--- src/rtl/cv32e40x_xif_aes_ctrl_if.sv ---
// Bundle of the eXtension-interface channels (issue, commit, result) and the
// AES32 functional-unit channel used by cv32e40x_xif_aes_ctrl.
//   slave  : the controller side (takes issue/commit, drives FU operands and results)
//   master : the core / FU side
// Signal names keep the controller's _i/_o view, so both sides share one naming.
interface cv32e40x_xif_aes_ctrl_if #(
    parameter int unsigned X_ID_WIDTH  = 4,
    parameter int unsigned X_RFR_WIDTH = 32
);
    // issue channel
    logic                   issue_valid_i;
    logic                   issue_ready_o;
    logic [31:0]            issue_instr_i;
    logic [X_ID_WIDTH-1:0]  issue_id_i;
    logic [X_RFR_WIDTH-1:0] issue_rs1_i;
    logic [X_RFR_WIDTH-1:0] issue_rs2_i;
    logic [1:0]             issue_rs_valid_i;
    logic                   issue_accept_o;
    logic                   issue_writeback_o;
    // commit channel
    logic                   commit_valid_i;
    logic [X_ID_WIDTH-1:0]  commit_id_i;
    logic                   commit_kill_i;
    // functional unit channel
    logic                   fu_valid_o;
    logic [X_RFR_WIDTH-1:0] fu_rs1_o;
    logic [X_RFR_WIDTH-1:0] fu_rs2_o;
    logic [1:0]             fu_bs_o;
    logic [3:0]             fu_op_o;
    logic                   fu_ready_i;
    logic [X_RFR_WIDTH-1:0] fu_rd_i;
    // result channel
    logic                   result_valid_o;
    logic                   result_ready_i;
    logic [X_ID_WIDTH-1:0]  result_id_o;
    logic [X_RFR_WIDTH-1:0] result_data_o;
    logic [4:0]             result_rd_o;
    logic                   result_we_o;

    modport slave (
        input  issue_valid_i, issue_instr_i, issue_id_i, issue_rs1_i, issue_rs2_i,
               issue_rs_valid_i, commit_valid_i, commit_id_i, commit_kill_i,
               fu_ready_i, fu_rd_i, result_ready_i,
        output issue_ready_o, issue_accept_o, issue_writeback_o,
               fu_valid_o, fu_rs1_o, fu_rs2_o, fu_bs_o, fu_op_o,
               result_valid_o, result_id_o, result_data_o, result_rd_o, result_we_o
    );

    modport master (
        output issue_valid_i, issue_instr_i, issue_id_i, issue_rs1_i, issue_rs2_i,
               issue_rs_valid_i, commit_valid_i, commit_id_i, commit_kill_i,
               fu_ready_i, fu_rd_i, result_ready_i,
        input  issue_ready_o, issue_accept_o, issue_writeback_o,
               fu_valid_o, fu_rs1_o, fu_rs2_o, fu_bs_o, fu_op_o,
               result_valid_o, result_id_o, result_data_o, result_rd_o, result_we_o
    );
endinterface

--- src/rtl/cv32e40x_xif_aes_ctrl.sv ---
// Sequencer between the eXtension interface and a single-cycle AES32 datapath.
// Offloaded AES32 instructions are tracked in-order in a DEPTH-entry queue;
// each head entry waits for its commit or kill, committed entries are sent to
// the FU, and results are returned one at a time under valid/ready.
// Ports:
//   clk   : clock
//   rst_n : asynchronous reset, active low
//   xif   : issue / commit / FU / result channels (slave view)
//
// Dispatch FSM
//   state  | meaning
//   S_IDLE | waiting for head commit; drops one killed head per cycle
//   S_EXEC | head operands on the FU, waiting for fu_ready_i
//   S_RESP | result held on the result channel until result_ready_i
module cv32e40x_xif_aes_ctrl #(
    parameter int unsigned X_ID_WIDTH  = 4,
    parameter int unsigned X_RFR_WIDTH = 32,
    parameter int unsigned DEPTH       = 4,
    parameter logic [6:0]  AES_OPCODE  = 7'b0110011
) (
    input  logic                     clk,
    input  logic                     rst_n,
    cv32e40x_xif_aes_ctrl_if.slave   xif
);
    localparam int unsigned PTR_W = (DEPTH > 1) ? $clog2(DEPTH) : 1;
    localparam int unsigned CNT_W = $clog2(DEPTH + 1);
    localparam logic [CNT_W-1:0] CNT_FULL = CNT_W'(DEPTH);

    typedef enum logic [1:0] {E_PEND, E_CMT, E_KILL} ent_st_e;
    typedef enum logic [1:0] {S_IDLE, S_EXEC, S_RESP} state_e;

    function automatic logic [3:0] op_of(input logic [4:0] f5);
        case (f5)
            5'b10001: op_of = 4'b0001;   // esi
            5'b10011: op_of = 4'b0010;   // esmi
            5'b10101: op_of = 4'b0100;   // dsi
            5'b10111: op_of = 4'b1000;   // dsmi
            default:  op_of = 4'b0000;
        endcase
    endfunction

    // queue storage
    logic [X_ID_WIDTH-1:0]  q_id  [DEPTH];
    logic [X_RFR_WIDTH-1:0] q_rs1 [DEPTH];
    logic [X_RFR_WIDTH-1:0] q_rs2 [DEPTH];
    logic [6:0]             q_f7  [DEPTH];
    logic [4:0]             q_rd  [DEPTH];
    ent_st_e                q_st  [DEPTH];
    logic [DEPTH-1:0]       q_vld;

    logic [PTR_W-1:0] wr_ptr, rd_ptr;
    logic [CNT_W-1:0] count_q;
    logic             full, empty;
    logic             rdy_en_q;

    state_e state_q, state_d;
    logic   push, pop;
    logic   is_aes;
    ent_st_e new_st;

    logic [X_ID_WIDTH-1:0]  res_id_q;
    logic [X_RFR_WIDTH-1:0] res_data_q;
    logic [4:0]             res_rd_q;

    // instr[24:15] carry the core's register indices; the operand values
    // arrive separately, so those bits are not needed here.
    logic unused_instr_bits;
    assign unused_instr_bits = ^xif.issue_instr_i[24:15];

    assign full  = (count_q == CNT_FULL);
    assign empty = (count_q == '0);

    assign is_aes = (xif.issue_instr_i[6:0] == AES_OPCODE) &&
                    (xif.issue_instr_i[14:12] == 3'b000) &&
                    (op_of(xif.issue_instr_i[29:25]) != 4'b0000);

    // rdy_en_q keeps ready low while in reset and comes up on the first edge after release.
    assign xif.issue_ready_o     = rdy_en_q && !full &&
                                   !(is_aes && (xif.issue_rs_valid_i != 2'b11));
    assign xif.issue_accept_o    = xif.issue_valid_i && xif.issue_ready_o && is_aes;
    assign xif.issue_writeback_o = xif.issue_accept_o;

    assign push = xif.issue_accept_o;

    // A commit/kill arriving together with its own issue is folded into the new entry.
    always_comb begin
        new_st = E_PEND;
        if (xif.commit_valid_i && (xif.commit_id_i == xif.issue_id_i)) begin
            new_st = xif.commit_kill_i ? E_KILL : E_CMT;
        end
    end

    always_ff @(posedge clk) begin
        if (push) begin
            q_id[wr_ptr]  <= xif.issue_id_i;
            q_rs1[wr_ptr] <= xif.issue_rs1_i;
            q_rs2[wr_ptr] <= xif.issue_rs2_i;
            q_f7[wr_ptr]  <= xif.issue_instr_i[31:25];
            q_rd[wr_ptr]  <= xif.issue_instr_i[11:7];
        end
    end

    // Only PEND entries react to commit, so the head already in EXEC/RESP
    // (state CMT) ignores a late kill.
    always_ff @(posedge clk or negedge rst_n) begin
        if (!rst_n) begin
            q_vld <= '0;
            for (int i = 0; i < DEPTH; i++) q_st[i] <= E_PEND;
        end else begin
            for (int i = 0; i < DEPTH; i++) begin
                if (xif.commit_valid_i && q_vld[i] && (q_st[i] == E_PEND) &&
                    (q_id[i] == xif.commit_id_i)) begin
                    q_st[i] <= xif.commit_kill_i ? E_KILL : E_CMT;
                end
            end
            if (pop)  q_vld[rd_ptr] <= 1'b0;
            if (push) begin
                q_vld[wr_ptr] <= 1'b1;
                q_st[wr_ptr]  <= new_st;
            end
        end
    end

    always_ff @(posedge clk or negedge rst_n) begin
        if (!rst_n) begin
            wr_ptr   <= '0;
            rd_ptr   <= '0;
            count_q  <= '0;
            rdy_en_q <= 1'b0;
        end else begin
            rdy_en_q <= 1'b1;
            if (push) wr_ptr <= wr_ptr + PTR_W'(1);
            if (pop)  rd_ptr <= rd_ptr + PTR_W'(1);
            case ({push, pop})
                2'b10:   count_q <= count_q + CNT_W'(1);
                2'b01:   count_q <= count_q - CNT_W'(1);
                default: count_q <= count_q;
            endcase
        end
    end

    always_ff @(posedge clk or negedge rst_n) begin
        if (!rst_n) state_q <= S_IDLE;
        else        state_q <= state_d;
    end

    always_comb begin
        state_d = state_q;
        pop     = 1'b0;
        case (state_q)
            S_IDLE: begin
                if (!empty) begin
                    if (q_st[rd_ptr] == E_KILL)     pop = 1'b1;
                    else if (q_st[rd_ptr] == E_CMT) state_d = S_EXEC;
                end
            end
            S_EXEC: begin
                if (xif.fu_ready_i) begin
                    pop     = 1'b1;
                    state_d = S_RESP;
                end
            end
            S_RESP: begin
                if (xif.result_ready_i) state_d = S_IDLE;
            end
            default: state_d = S_IDLE;
        endcase
    end

    always_ff @(posedge clk or negedge rst_n) begin
        if (!rst_n) begin
            res_id_q   <= '0;
            res_data_q <= '0;
            res_rd_q   <= '0;
        end else if ((state_q == S_EXEC) && xif.fu_ready_i) begin
            res_id_q   <= q_id[rd_ptr];
            res_data_q <= xif.fu_rd_i;
            res_rd_q   <= q_rd[rd_ptr];
        end
    end

    // FU and result buses are forced to zero outside their active state so
    // nothing stale is visible in reset or idle.
    assign xif.fu_valid_o = (state_q == S_EXEC);
    assign xif.fu_rs1_o   = xif.fu_valid_o ? q_rs1[rd_ptr]             : '0;
    assign xif.fu_rs2_o   = xif.fu_valid_o ? q_rs2[rd_ptr]             : '0;
    assign xif.fu_bs_o    = xif.fu_valid_o ? q_f7[rd_ptr][6:5]         : 2'b00;
    assign xif.fu_op_o    = xif.fu_valid_o ? op_of(q_f7[rd_ptr][4:0]) : 4'b0000;

    assign xif.result_valid_o = (state_q == S_RESP);
    assign xif.result_id_o    = xif.result_valid_o ? res_id_q   : '0;
    assign xif.result_data_o  = xif.result_valid_o ? res_data_q : '0;
    assign xif.result_rd_o    = xif.result_valid_o ? res_rd_q   : 5'd0;
    assign xif.result_we_o    = xif.result_valid_o && (res_rd_q != 5'd0);
endmodule
--- src/flat_wrapper.sv ---
// flat-port wrapper written by rule: the top's interface ports become plain ports
module cv32e40x_xif_aes_ctrl_flat 
#(
    parameter int unsigned X_ID_WIDTH  = 4,
    parameter int unsigned X_RFR_WIDTH = 32,
    parameter int unsigned DEPTH       = 4,
    parameter logic [6:0]  AES_OPCODE  = 7'b0110011
)
  (clk, rst_n, xif_issue_valid_i, xif_issue_instr_i, xif_issue_id_i, xif_issue_rs1_i, xif_issue_rs2_i, xif_issue_rs_valid_i, xif_commit_valid_i, xif_commit_id_i, xif_commit_kill_i, xif_fu_ready_i, xif_fu_rd_i, xif_result_ready_i, xif_issue_ready_o, xif_issue_accept_o, xif_issue_writeback_o, xif_fu_valid_o, xif_fu_rs1_o, xif_fu_rs2_o, xif_fu_bs_o, xif_fu_op_o, xif_result_valid_o, xif_result_id_o, xif_result_data_o, xif_result_rd_o, xif_result_we_o);
  cv32e40x_xif_aes_ctrl_if #(.X_ID_WIDTH(X_ID_WIDTH), .X_RFR_WIDTH(X_RFR_WIDTH)) xif_i ();
  input  logic clk;
  input  logic rst_n;
  input wire logic [$bits(xif_i.issue_valid_i)-1:0] xif_issue_valid_i;
  input wire logic [$bits(xif_i.issue_instr_i)-1:0] xif_issue_instr_i;
  input wire logic [$bits(xif_i.issue_id_i)-1:0] xif_issue_id_i;
  input wire logic [$bits(xif_i.issue_rs1_i)-1:0] xif_issue_rs1_i;
  input wire logic [$bits(xif_i.issue_rs2_i)-1:0] xif_issue_rs2_i;
  input wire logic [$bits(xif_i.issue_rs_valid_i)-1:0] xif_issue_rs_valid_i;
  input wire logic [$bits(xif_i.commit_valid_i)-1:0] xif_commit_valid_i;
  input wire logic [$bits(xif_i.commit_id_i)-1:0] xif_commit_id_i;
  input wire logic [$bits(xif_i.commit_kill_i)-1:0] xif_commit_kill_i;
  input wire logic [$bits(xif_i.fu_ready_i)-1:0] xif_fu_ready_i;
  input wire logic [$bits(xif_i.fu_rd_i)-1:0] xif_fu_rd_i;
  input wire logic [$bits(xif_i.result_ready_i)-1:0] xif_result_ready_i;
  output wire logic [$bits(xif_i.issue_ready_o)-1:0] xif_issue_ready_o;
  output wire logic [$bits(xif_i.issue_accept_o)-1:0] xif_issue_accept_o;
  output wire logic [$bits(xif_i.issue_writeback_o)-1:0] xif_issue_writeback_o;
  output wire logic [$bits(xif_i.fu_valid_o)-1:0] xif_fu_valid_o;
  output wire logic [$bits(xif_i.fu_rs1_o)-1:0] xif_fu_rs1_o;
  output wire logic [$bits(xif_i.fu_rs2_o)-1:0] xif_fu_rs2_o;
  output wire logic [$bits(xif_i.fu_bs_o)-1:0] xif_fu_bs_o;
  output wire logic [$bits(xif_i.fu_op_o)-1:0] xif_fu_op_o;
  output wire logic [$bits(xif_i.result_valid_o)-1:0] xif_result_valid_o;
  output wire logic [$bits(xif_i.result_id_o)-1:0] xif_result_id_o;
  output wire logic [$bits(xif_i.result_data_o)-1:0] xif_result_data_o;
  output wire logic [$bits(xif_i.result_rd_o)-1:0] xif_result_rd_o;
  output wire logic [$bits(xif_i.result_we_o)-1:0] xif_result_we_o;
  assign xif_i.issue_valid_i = xif_issue_valid_i;
  assign xif_i.issue_instr_i = xif_issue_instr_i;
  assign xif_i.issue_id_i = xif_issue_id_i;
  assign xif_i.issue_rs1_i = xif_issue_rs1_i;
  assign xif_i.issue_rs2_i = xif_issue_rs2_i;
  assign xif_i.issue_rs_valid_i = xif_issue_rs_valid_i;
  assign xif_i.commit_valid_i = xif_commit_valid_i;
  assign xif_i.commit_id_i = xif_commit_id_i;
  assign xif_i.commit_kill_i = xif_commit_kill_i;
  assign xif_i.fu_ready_i = xif_fu_ready_i;
  assign xif_i.fu_rd_i = xif_fu_rd_i;
  assign xif_i.result_ready_i = xif_result_ready_i;
  assign xif_issue_ready_o = xif_i.issue_ready_o;
  assign xif_issue_accept_o = xif_i.issue_accept_o;
  assign xif_issue_writeback_o = xif_i.issue_writeback_o;
  assign xif_fu_valid_o = xif_i.fu_valid_o;
  assign xif_fu_rs1_o = xif_i.fu_rs1_o;
  assign xif_fu_rs2_o = xif_i.fu_rs2_o;
  assign xif_fu_bs_o = xif_i.fu_bs_o;
  assign xif_fu_op_o = xif_i.fu_op_o;
  assign xif_result_valid_o = xif_i.result_valid_o;
  assign xif_result_id_o = xif_i.result_id_o;
  assign xif_result_data_o = xif_i.result_data_o;
  assign xif_result_rd_o = xif_i.result_rd_o;
  assign xif_result_we_o = xif_i.result_we_o;
  cv32e40x_xif_aes_ctrl #(.X_ID_WIDTH(X_ID_WIDTH), .X_RFR_WIDTH(X_RFR_WIDTH), .DEPTH(DEPTH), .AES_OPCODE(AES_OPCODE)) u_core (.clk(clk), .rst_n(rst_n), .xif(xif_i));
endmodule
--- config.mk ---
export PLATFORM = sky130hd
export DESIGN_NAME = cv32e40x_xif_aes_ctrl_flat
export DESIGN_NICKNAME = d
export VERILOG_FILES = /design/src/rtl/cv32e40x_xif_aes_ctrl_if.sv /design/src/rtl/cv32e40x_xif_aes_ctrl.sv /design/src/flat_wrapper.sv
export SDC_FILE = /design/constraint.sdc
export NUM_CORES = 1
export LEC_CHECK = 0
export CAP_MARGIN = 15
export CORE_ASPECT_RATIO = 1.25
export CORE_MARGIN = 2
export CORE_UTILIZATION = 40
export DETAILED_ROUTE_END_ITERATION = 12
export GPL_ROUTABILITY_DRIVEN = 0
export PLACE_DENSITY = 0.68
export SYNTH_ARGS = -nofsm -noshare
export SYNTH_HDL_FRONTEND = slang
export SYNTH_SLANG_ARGS = --single-unit
--- constraint.sdc ---
create_clock -name clk -period 4.35 [get_ports clk]
set_clock_uncertainty 0.05 [all_clocks]
set_input_delay 0.87 -clock clk [delete_from_list [all_inputs] [get_ports clk]]
set_output_delay 0.87 -clock clk [all_outputs]
set_load 0.02 [all_outputs]
==> summary.txt <==
Max rail drop VDD = 0.000356 V
Design area = 19,900 um2
Sequential share of power = 46.3%
Port Buffers = 251
First-pass GRT wire length = 49,700 um
Mapped Cells = 797
Initial antenna violation count = 5
Min Tclk post-route = 4.08 ns
Synth area leaders = edfxtp_1 (63%), mux4_2 (11%), dfrtp_1 (10%)
Switching portion of total power = 23.2%
Rel. slew slack = 32.9%
Ys Warns = 0
Min setup slack post-route = 0.270 ns
Most common library cells after synthesis = edfxtp_1 (320), and2_1 (107), mux4_2 (78), dfrtp_1 (63), mux2_2 (42)
Effective utilization at floorplan = 40.4%
Fmax = 245 MHz
Multi-input gate area = 3890 um2
Clock network fraction of total power = 36.1%
Cell Rows = 80
Sw power = 2.17 mW
Horiz. Die Dim = 179 um
Worst-Margin Slew = 1.00 ns
Synth top area share = 62.8%
Seq/Total Area, Yosys = 73.1%
Final worst path period share = 93.8%
Synth-to-Final Area Change = 30.1%
Worst reg2reg path endpoint = u_core.count_q[2]$_DFFE_PN0P_
CTS Hold Bufs = 0
Critical path class = primary input to output port
# Post-CTS Setup Buffers = 0
R2R Setup Slk = 0.98 ns
Crit. Startpoint = xif_issue_instr_i[29]
DR iter-0 viols = 499
Clock Sinks = 383
Die Area = 39,900 um2
R2R cell count = 9
Max-slew violations = 0
Clock-pin slew on the worst setup and hold paths = 0.06 ns
Post-synth cell types = 43
CTS H-Tree Depth = 2
# fillers = 3,075
Unrepaired setup endpoints after global routing = false
Dpl ws = 0.202 ns
# nets final = 1,227
CORE AREA = 37,900 um2
Syn nets = 952
Data required, critical path = 3.43 ns
Critical Path Fanout Max = 3
Worst setup endpoint = xif_issue_accept_o
Final ANT Viol Nets = 0
Mapped Area = 15,300 um2
Hold Path Class = primary input to async pin
MaxCap Viol Count = 0
WP data arrival = 3.16 ns
DR vias = 8,010
Layout cell share with drive strength beyond 1 = 19.3%
Most numerous cell in the Yosys netlist = edfxtp_1
Leakage = 6.91 nW
Comb power frac = 17.6%
Syn_area_per_cell = 19.2 um2
Synth area leader = edfxtp_1
CP Launch Type = primary input
Area after DPL = 18,600 um2
Largest net degree at the start of global routing = 48
Number of synthesized flops with an enable pin = 320
Setup_tns = 0 ns
Max Buffers Root-to-Sink = 3
Register Area = 11,200 um2
Worst skew pair latency = 0.52 ns
Int Pwr = 7.19 mW
DP HPWL = 20,800 um
Post-synth top flop = edfxtp_1
Flops & latches, synth = 383
Final hold violations = 0
Status = finished clean
Reg2reg start = u_core.rd_ptr[0]$_DFFE_PN0P_
Number of gates resized after cts = 0
DRT Pass-1 Iters = 4
DR vias/cell = 5.03
Wire length per cell = 20.4 um
Total CTS buffers = 39
Worst Setup End Kind = output port
Die height = 223 um
Async S/R FF share, synth = 16.4%
Root buffer cell = clkbuf_16
CTS tree = built
GRT overflow = 0
Vias in the first global route = 8,884
Final WL = 32,500 um
Setup violators final = 0
DRC errors left = 0
Total GRT Usage = 16.5%
PwrDens = 470 nW/um2
I/O pins = 262
==> cell usage in the layout, fill, tap and decap left out, types with 2 or more instances in the layout <==
cell             instances
clkbuf_1                 2
nor2b_1                  2
buf_4                    9
clkbuf_8                 3
buf_12                  12
xor2_1                  21
nand3_1                  6
bufinv_16                5
clkdlybuf4s50_1        250
inv_4                    4
o21ai_0                  6
edfxtp_1               320
nor2_1                   6
and2_1                 107
nand4b_1                 2
a21oi_1                  7
ha_1                     9
a211oi_1                 3
mux2i_1                 11
nand4bb_1                2
clkinv_2                 7
dfrtp_4                  2
nand4_1                  2
xnor2_1                  4
nand2_1                  3
clkbuf_16               41
mux4_2                  78
nor4_1                   4
inv_1                   16
nand2b_1                10
dfrtp_1                 61
clkinv_1                11
nor3_1                   7
mux2_2                  42
a31oi_1                  8
==> per-stage QoR <==
step                      hold slack, ns  utilization [%]  cells  power, mW
after floorplan                    0.421                -    797       5.53
after global placement             0.428             49.0   1522       6.08
after detailed placement           0.435             49.0   1522       6.12
after CTS                          0.449             52.4   1592       9.51
after global routing               0.147             52.5   1594       9.78
final                              0.153             52.5   1594       9.36
==> flip-flops by register name, indices dropped and copies added (netlist names) <==
name and count:
u_core.rdy_en_q 1, u_core.res_id_q 4, u_core.res_data_q 32, u_core.q_id 16
u_core.q_rs2 128, u_core.q_rs1 128, u_core.q_vld 4, u_core.count_q 3
u_core.res_rd_q 5, u_core.q_f7 28, u_core.wr_ptr 2, u_core.q_rd 20
u_core.rd_ptr 2, u_core.q_st 8, u_core.state_q 2
==> worst min path at each step <==
stage	startpoint	end	slack (ns)
floorplan	u_core.res_data_q[31]$_DFFE_PN0P_	u_core.res_data_q[31]$_DFFE_PN0P_	0.42
detailed placement	u_core.res_data_q[21]$_DFFE_PN0P_	u_core.res_data_q[21]$_DFFE_PN0P_	0.44
CTS	u_core.res_data_q[21]$_DFFE_PN0P_	u_core.res_data_q[21]$_DFFE_PN0P_	0.45
global placement	u_core.res_data_q[27]$_DFFE_PN0P_	u_core.res_data_q[27]$_DFFE_PN0P_	0.43
global route	rst_n	u_core.count_q[2]$_DFFE_PN0P_	0.15
finish	rst_n	u_core.count_q[2]$_DFFE_PN0P_	0.15
==> worst max-delay path, stage by stage <==
cell and delay, ns:
clkdlybuf4s50_1 0.53, or4b_2 0.64, nor4_4 0.25, and2_0 0.24, clkdlybuf4s50_1 0.63
==> cells by family after synthesis <==
group           Yosys count  share of synthesized area, %
flops                   383                          73.1
simple gates            159                          6.56
mux                     132                          15.4
buf+inv                  59                          1.54
compound gates           28                          1.17
xor+xnor                 25                          1.43
fa+ha+maj                10                         0.866
other cells               1                        0.0245
==> power by group through the flow <==
stage / Sequential [mW] / Clock [mW] / Combinational [mW]
after floorplan: 4.31 / 0 / 1.22
after global placement: 4.41 / 0 / 1.67
after detailed placement: 4.42 / 0 / 1.70
after CTS: 4.34 / 3.47 / 1.70
after global routing: 4.37 / 3.60 / 1.81
final: 4.33 / 3.38 / 1.65
==> final cells by class <==
class                   instances  area share [%]
clock inverters                24            1.17
inverters                      21           0.446
diodes                          1          0.0126
well taps                     492            3.09
repair buffers                272            14.1
multi-input cells             355            19.5
clock buffers                  46            5.40
flip-flops and latches        383            56.2
==> metal layers <==
metal  share of wire [%]  global-route usage, %  vias up
met5                0.17                      0        -
met4                 2.5                   5.19        8
met3                 7.6                   4.24       55
met2                  50                   28.8      266
met1                  39                   19.9     4037
li1                    -                      -     3644
Note: power is estimated with default switching activity, not from simulation.
